File: config.mk
export PLATFORM = sky130hd
export DESIGN_NAME = dmem_lsu
export DESIGN_NICKNAME = d
export VERILOG_FILES = /design/src/rtl/dmem_lsu.sv
export SDC_FILE = /design/constraint.sdc
export NUM_CORES = 1
export LEC_CHECK = 0
export ABC_CLOCK_PERIOD_IN_PS = 5400
export CAP_MARGIN = 20
export CORE_ASPECT_RATIO = 0.8
export CORE_MARGIN = 2
export CORE_UTILIZATION = 48
export CTS_CLUSTER_DIAMETER = 60
export DETAILED_ROUTE_END_ITERATION = 16
export MAX_ROUTING_LAYER = met4
export PLACE_DENSITY_LB_ADDON = 0.15
export SYNTH_ARGS = -nofsm -noshare
export SYNTH_HDL_FRONTEND = slang
export SYNTH_SLANG_ARGS = --single-unit
File: constraint.sdc
create_clock -name clk -period 5.4 [get_ports clk]
set_input_delay 0.54 -clock clk [delete_from_list [all_inputs] [get_ports clk]]
set_output_delay 0.54 -clock clk [all_outputs]
set_load 0.03 [all_outputs]
File: src/rtl/dmem_lsu.sv
// dmem_lsu: load/store unit sitting between the control FSM's MEM state and a
// valid/ready data-memory bus with a variable-latency response channel.
//
// Ports
//   clk, rst          : clock (rising edge), synchronous active-high reset
//   dmem_rd           : load strobe (funct3 selects LB/LH/LW/LBU/LHU)
//   dmem_we[3:0]      : store strobe, unshifted byte mask (0001/0011/1111)
//   funct3, addr      : load type and byte address
//   wdata             : right-aligned store data
//   mem_req_*         : bus request channel (word address, shifted strobe/data)
//   mem_rsp_*         : bus response channel (loads only)
//   lsu_busy          : access in flight (REQ, RESP, DONE)
//   lsu_done/lsu_err  : one-cycle completion pulse, err qualifies it
//   load_data         : extended load result, updated only on a good load
module dmem_lsu #(
    parameter int TIMEOUT = 255,
    parameter int CNT_W   = 8
) (
    input  logic        clk,
    input  logic        rst,
    input  logic        dmem_rd,
    input  logic [3:0]  dmem_we,
    input  logic [2:0]  funct3,
    input  logic [31:0] addr,
    input  logic [31:0] wdata,
    output logic        mem_req_valid,
    input  logic        mem_req_ready,
    output logic [31:0] mem_req_addr,
    output logic [3:0]  mem_req_we,
    output logic [31:0] mem_req_wdata,
    input  logic        mem_rsp_valid,
    input  logic [31:0] mem_rsp_rdata,
    output logic        lsu_busy,
    output logic        lsu_done,
    output logic        lsu_err,
    output logic [31:0] load_data
);

    typedef enum logic [1:0] {IDLE, REQ, RESP, DONE} state_t;

    // Last counter value before the access is aborted: REQ/RESP may last
    // exactly TIMEOUT cycles.
    localparam logic [CNT_W-1:0] CNT_LAST = CNT_W'(TIMEOUT - 1);

    state_t           state_q, state_d;
    logic [CNT_W-1:0] cnt_q, cnt_d;
    logic             is_load_q, is_load_d;
    logic [2:0]       funct3_q, funct3_d;
    logic [1:0]       lane_q, lane_d;

    logic             mem_req_valid_q, mem_req_valid_d;
    logic [31:0]      mem_req_addr_q, mem_req_addr_d;
    logic [3:0]       mem_req_we_q, mem_req_we_d;
    logic [31:0]      mem_req_wdata_q, mem_req_wdata_d;
    logic             lsu_busy_q, lsu_busy_d;
    logic             lsu_done_q, lsu_done_d;
    logic             lsu_err_q, lsu_err_d;
    logic [31:0]      load_data_q, load_data_d;

    // Request decode (combinational on the IDLE-cycle inputs)
    logic        req_any, ld_ok, st_ok, is_half, is_word, illegal;
    logic [31:0] rsp_shift;
    logic [15:0] rsp_half;
    logic [31:0] ext_data;

    always_comb begin
        req_any = dmem_rd || (dmem_we != 4'b0000);
        ld_ok   = (funct3 == 3'b000) || (funct3 == 3'b001) || (funct3 == 3'b010) ||
                  (funct3 == 3'b100) || (funct3 == 3'b101);
        st_ok   = (dmem_we == 4'b0001) || (dmem_we == 4'b0011) || (dmem_we == 4'b1111);
        is_half = dmem_rd ? (funct3[1:0] == 2'b01) : (dmem_we == 4'b0011);
        is_word = dmem_rd ? (funct3 == 3'b010)     : (dmem_we == 4'b1111);
        illegal = (dmem_rd && (dmem_we != 4'b0000)) ||
                  (dmem_rd && !ld_ok) || (!dmem_rd && !st_ok) ||
                  (is_half && addr[0]) || (is_word && (addr[1:0] != 2'b00));
    end

    // Lane select and extension of the response word
    always_comb begin
        rsp_shift = mem_rsp_rdata >> {lane_q, 3'b000};
        rsp_half  = lane_q[1] ? mem_rsp_rdata[31:16] : mem_rsp_rdata[15:0];
        case (funct3_q)
            3'b000:  ext_data = {{24{rsp_shift[7]}}, rsp_shift[7:0]};
            3'b001:  ext_data = {{16{rsp_half[15]}}, rsp_half};
            3'b100:  ext_data = {24'h0, rsp_shift[7:0]};
            3'b101:  ext_data = {16'h0, rsp_half};
            default: ext_data = mem_rsp_rdata;
        endcase
    end

    always_comb begin
        state_d         = state_q;
        cnt_d           = cnt_q;
        is_load_d       = is_load_q;
        funct3_d        = funct3_q;
        lane_d          = lane_q;
        mem_req_valid_d = mem_req_valid_q;
        mem_req_addr_d  = mem_req_addr_q;
        mem_req_we_d    = mem_req_we_q;
        mem_req_wdata_d = mem_req_wdata_q;
        load_data_d     = load_data_q;
        lsu_done_d      = 1'b0;
        lsu_err_d       = 1'b0;

        case (state_q)
            IDLE: begin
                if (req_any) begin
                    is_load_d = dmem_rd;
                    funct3_d  = funct3;
                    lane_d    = addr[1:0];
                    if (illegal) begin
                        state_d    = DONE;
                        lsu_done_d = 1'b1;
                        lsu_err_d  = 1'b1;
                    end else begin
                        // Bus fields are fixed here and held until the handshake
                        state_d         = REQ;
                        cnt_d           = '0;
                        mem_req_valid_d = 1'b1;
                        mem_req_addr_d  = {addr[31:2], 2'b00};
                        mem_req_we_d    = dmem_rd ? 4'b0000 : 4'(dmem_we << addr[1:0]);
                        mem_req_wdata_d = wdata << {addr[1:0], 3'b000};
                    end
                end
            end
            REQ: begin
                if (mem_req_ready) begin
                    mem_req_valid_d = 1'b0;
                    if (is_load_q) begin
                        state_d = RESP;
                        cnt_d   = '0;
                    end else begin
                        state_d    = DONE;
                        lsu_done_d = 1'b1;
                    end
                end else if (cnt_q == CNT_LAST) begin
                    mem_req_valid_d = 1'b0;
                    state_d         = DONE;
                    lsu_done_d      = 1'b1;
                    lsu_err_d       = 1'b1;
                end else begin
                    cnt_d = cnt_q + 1'b1;
                end
            end
            RESP: begin
                if (mem_rsp_valid) begin
                    load_data_d = ext_data;
                    state_d     = DONE;
                    lsu_done_d  = 1'b1;
                end else if (cnt_q == CNT_LAST) begin
                    state_d    = DONE;
                    lsu_done_d = 1'b1;
                    lsu_err_d  = 1'b1;
                end else begin
                    cnt_d = cnt_q + 1'b1;
                end
            end
            default: state_d = IDLE;  // DONE: single-cycle completion
        endcase

        lsu_busy_d = (state_d != IDLE);
    end

    always_ff @(posedge clk) begin
        if (rst) begin
            state_q         <= IDLE;
            cnt_q           <= '0;
            is_load_q       <= 1'b0;
            funct3_q        <= 3'b000;
            lane_q          <= 2'b00;
            mem_req_valid_q <= 1'b0;
            mem_req_addr_q  <= '0;
            mem_req_we_q    <= '0;
            mem_req_wdata_q <= '0;
            lsu_busy_q      <= 1'b0;
            lsu_done_q      <= 1'b0;
            lsu_err_q       <= 1'b0;
            load_data_q     <= '0;
        end else begin
            state_q         <= state_d;
            cnt_q           <= cnt_d;
            is_load_q       <= is_load_d;
            funct3_q        <= funct3_d;
            lane_q          <= lane_d;
            mem_req_valid_q <= mem_req_valid_d;
            mem_req_addr_q  <= mem_req_addr_d;
            mem_req_we_q    <= mem_req_we_d;
            mem_req_wdata_q <= mem_req_wdata_d;
            lsu_busy_q      <= lsu_busy_d;
            lsu_done_q      <= lsu_done_d;
            lsu_err_q       <= lsu_err_d;
            load_data_q     <= load_data_d;
        end
    end

    assign mem_req_valid = mem_req_valid_q;
    assign mem_req_addr  = mem_req_addr_q;
    assign mem_req_we    = mem_req_we_q;
    assign mem_req_wdata = mem_req_wdata_q;
    assign lsu_busy      = lsu_busy_q;
    assign lsu_done      = lsu_done_q;
    assign lsu_err       = lsu_err_q;
    assign load_data     = load_data_q;

endmodule
==> Flow_metrics.wiki <==
{| class="wikitable"
! Metric !! Value
|-
| Result of the run || complete, no violations
|-
| Length of routed wiring on met1 || 7.45 mm
|-
| Count of hold buffers inserted by post-cts repair || 0
|-
| Global placer's final weighted congestion || 0.968
|-
| Path type of the worst setup path || primary input to register
|-
| Antenna viol nets, final || 0
|-
| Number of global-route vias before repair || 5,597
|-
| Total global routing overflow || 0
|-
| Remaining max-slew budget at the tightest pin || 25.6%
|-
| Root buffer selected by CTS || clkbuf_16
|-
| Effective utilization at floorplan || 48.9%
|-
| Cell area reported after detailed placement || 7670 um2
|-
| Flip-flop and latch count after synthesis || 118
|-
| Max-Cap Viols || 0
|-
| Io pins || 212
|-
| Core occupancy in the finished layout || 73.2%
|-
| Share of final-layout standard cells stronger than drive strength 1 || 7.42%
|-
| Met2 wire length || 8.41 mm
|-
| First drt pass iteration count || 5
|-
| Area share of the largest cell type after synthesis || 42.3%
|-
| Area occupied by registers || 2360 um2
|-
| Port bufs || 209
|-
| Clock-pin slew on the worst setup and hold paths || 0.06 ns
|-
| Post-layout nets || 992
|-
| Timing-limited maximum frequency || 306 MHz
|-
| Post-CTS Setup Repair Bufs || 0
|-
| Buffers and inverters on the worst path || 2
|-
| Die X || 125 um
|-
| Maximum number of pins on one net before global-route repair || 116
|-
| Count of cells resized by post-cts repair || 0
|-
| Post-detailed-placement half-perimeter wirelength || 12.3 mm
|-
| Highest cell delay on the worst timing path || 0.93 ns
|-
| Via count of the routed design || 5,865
|-
| DR vias/cell || 5.66
|-
| Multi-input gate area in the final layout || 2970 um2
|-
| DIE HEIGHT || 100 um
|-
| TritonCTS buffer count || 17
|-
| Skew-Pair Late Insertion Delay || 0.41 ns
|-
| Worst IR drop on VDD || 285 uV
|-
| Final-layout setup total negative slack || 0 ns
|-
| Uppermost routed layer || met4
|-
| Std cell rows || 35
|-
| Pleak || 0.00290 uW
|-
| Number of filler instances in the final layout || 866
|-
| Unique cell type count in the Yosys netlist || 47
|-
| Final Slew Violations || 0
|-
| Post-synth ARST share || 0%
|-
| Number of synthesized flops with an enable pin || 0
|-
| Gate count after technology mapping || 694
|-
| Synthesized area || 5580 um2
|-
| Maximum net fanout on the critical path || 58
|-
| CTS tree || built
|-
| Measured slew at the worst slew-check pin || 1.12 ns
|-
| Setup Skew || 0.00585 ns
|-
| Cells taking the most area after synthesis || dfxtp_1 (42%), nand2_1 (9.5%), a21oi_1 (8.3%), a211oi_1 (3.9%), mux2_2 (3.4%)
|-
| Cell-by-cell trace of the critical path || clkdlybuf4s50_1 > buf_4 > or4_4 > a211oi_4 > o21a_2 > o2111ai_1 > a21oi_1
|-
| Setup repair after global routing missed its margin || false
|-
| Wirelength per Cell || 16.9 um
|-
| Initial antenna violation count || 0
|-
| Post-route DRC || 0
|-
| Diode count || 0
|-
| Number of warning messages in the yosys log || 0
|-
| Final cell area excluding filler cells || 8360 um2
|-
| CP startpoint kind || primary input
|-
| Commonest cells after routing, fill and taps aside || clkdlybuf4s50_1 (208), nand2_1 (142), dfxtp_1 (118)
|-
| Crit path capture type || register
|-
| Total setup violations reported at the end of the flow || 0
|-
| Sequential element share of the synthesized area || 42.3%
|-
| Global-route total usage across every layer || 28.2%
|-
| Average cell area after synthesis || 8.05 um2
|-
| Number of buffers on the longest clock path || 2
|-
| Minimum clock period after layout || 3.27 ns
|-
| Area of the core || 11,400 um2
|-
| Power density relative to cell area || 395 nW/um2
|-
| Clock H-tree levels || 4
|-
| Global-route wire length before repair || 27.5 mm
|-
| Cell type with the largest total area after synthesis || dfxtp_1
|-
| Required time of the critical path || 5.73 ns
|-
| Data arrival time at the worst-slack endpoint || 3.60 ns
|-
| Post-route clock period utilization || 60.5%
|-
| Growth of design area from synthesis to finish || 49.8%
|-
| Met3 WL || 1.46 mm
|-
| Total wire length after detailed routing || 17.6 mm
|-
| Clock sink count || 118
|-
| Most frequent standard cell in the layout excluding fill and tap cells || clkdlybuf4s50_1
|-
| Iter 0 DRT Violations || 533
|-
| Full die area || 12,500 um2
|-
| Slowest cell on the critical path || o21a_2
|-
| Final hold violations || 0
|-
| Worst min-delay path category || register to register
|-
| Cell class contributing the biggest share of worst-path delay || compound AO/OA/AOI/OAI gates
|-
| Primary flip-flop cell chosen by synthesis mapping || dfxtp_1
|-
| Overall Power || 3300 uW
|}
==> per-layer routing <==
layer,GRT usage [%],up-vias
met1,34.4,2754
met2,45.7,281
met4,8.47,0
li1,-,2804
met5,-,-
met3,8.28,26
==> cell families (layout without fill, tap and decap cells) <==
family	Yosys count	in the layout	share of synthesized area, %
muxes	37	37	7.24
other	1	2	0.0672
DFF	118	118	42.3
buffers and inverters	61	255	4.73
AOI/OAI and AO/OA	192	192	21.4
adders and majority gates	8	8	1.79
and+or+nand+nor	277	277	22.4
==> worst paths after layout <==
path | from | to | slack [ns] | cells past startpoint
max | addr[0] | mem_req_we[3]$_SDFFE_PP0P_ | 2.13 | 7
min | mem_req_wdata[13]$_SDFFE_PP0P_ | mem_req_wdata[13]$_SDFFE_PP0P_ | 0.45 | 2
max reg2reg | state_q[0]$_SDFF_PP0_ | mem_req_we[3]$_SDFFE_PP0P_ | 2.80 | 6
min reg2reg | mem_req_wdata[13]$_SDFFE_PP0P_ | mem_req_wdata[13]$_SDFFE_PP0P_ | 0.45 | 2
==> flip-flops by register name, indices dropped and copies added, names as in the netlist, 2 cells and up <==
| signal | count |
|---|---|
| mem_req_addr | 30 |
| load_data | 32 |
| mem_req_we | 4 |
| state_q | 2 |
| lane_q | 2 |
| funct3_q | 3 |
| mem_req_wdata | 32 |
| cnt_q | 8 |
==> cell usage after synthesis (all sizes together) (2+ instances only) <==
library cell / n
mux2: 17
a211o: 7
or4: 4
mux2i: 19
clkbuf: 33
nand4: 4
a211oi: 30
nand3b: 8
nor3: 18
o22ai: 3
o2111ai: 8
dfxtp: 118
o21ai: 24
a311oi: 2
o22a: 7
or2: 2
a21oi: 93
ha: 8
buf: 22
o31a: 2
o211ai: 8
and4: 2
o21a: 2
nand2: 142
or3: 9
and2: 3
nor2b: 12
nor2: 46
nand2b: 13
inv: 6
nand3: 12
==> tightest hold or removal path: cells and delay by family, from the launching register on <==
kind	cells	cell delay (ns)
AND/OR/NAND/NOR	1	0.05
AO/OA/AOI/OAI	1	0.05
flip-flops	1	0.31
==> power by group <==
| group | internal (uW) | switching [uW] |
|---|---|---|
| clock network | 821 | 421 |
| logic | 414 | 595 |
| registers | 972 | 80.3 |
==> area by class of cell <==
cell class	count	area share [%]
Clock buffer	17	5.09
Clock inverter	15	2.72
Inverter	6	0.269
Multi-Input combinational cell	516	35.5
Sequential cell	118	28.2
Tap cell	148	2.21
Timing Repair Buffer	217	25.9
==> stage by stage <==
step	hold WS (ns)	setup WS, ns	instances
6_report	0.451	2.13	1037
3_5_place_dp	0.446	1.76	1003
4_1_cts	0.453	2.15	1035
5_1_grt	0.449	1.94	1037
3_3_place_gp	0.441	1.90	1003
2_1_floorplan	0.450	3.14	695
Note: power is estimated with default switching activity, not from simulation.
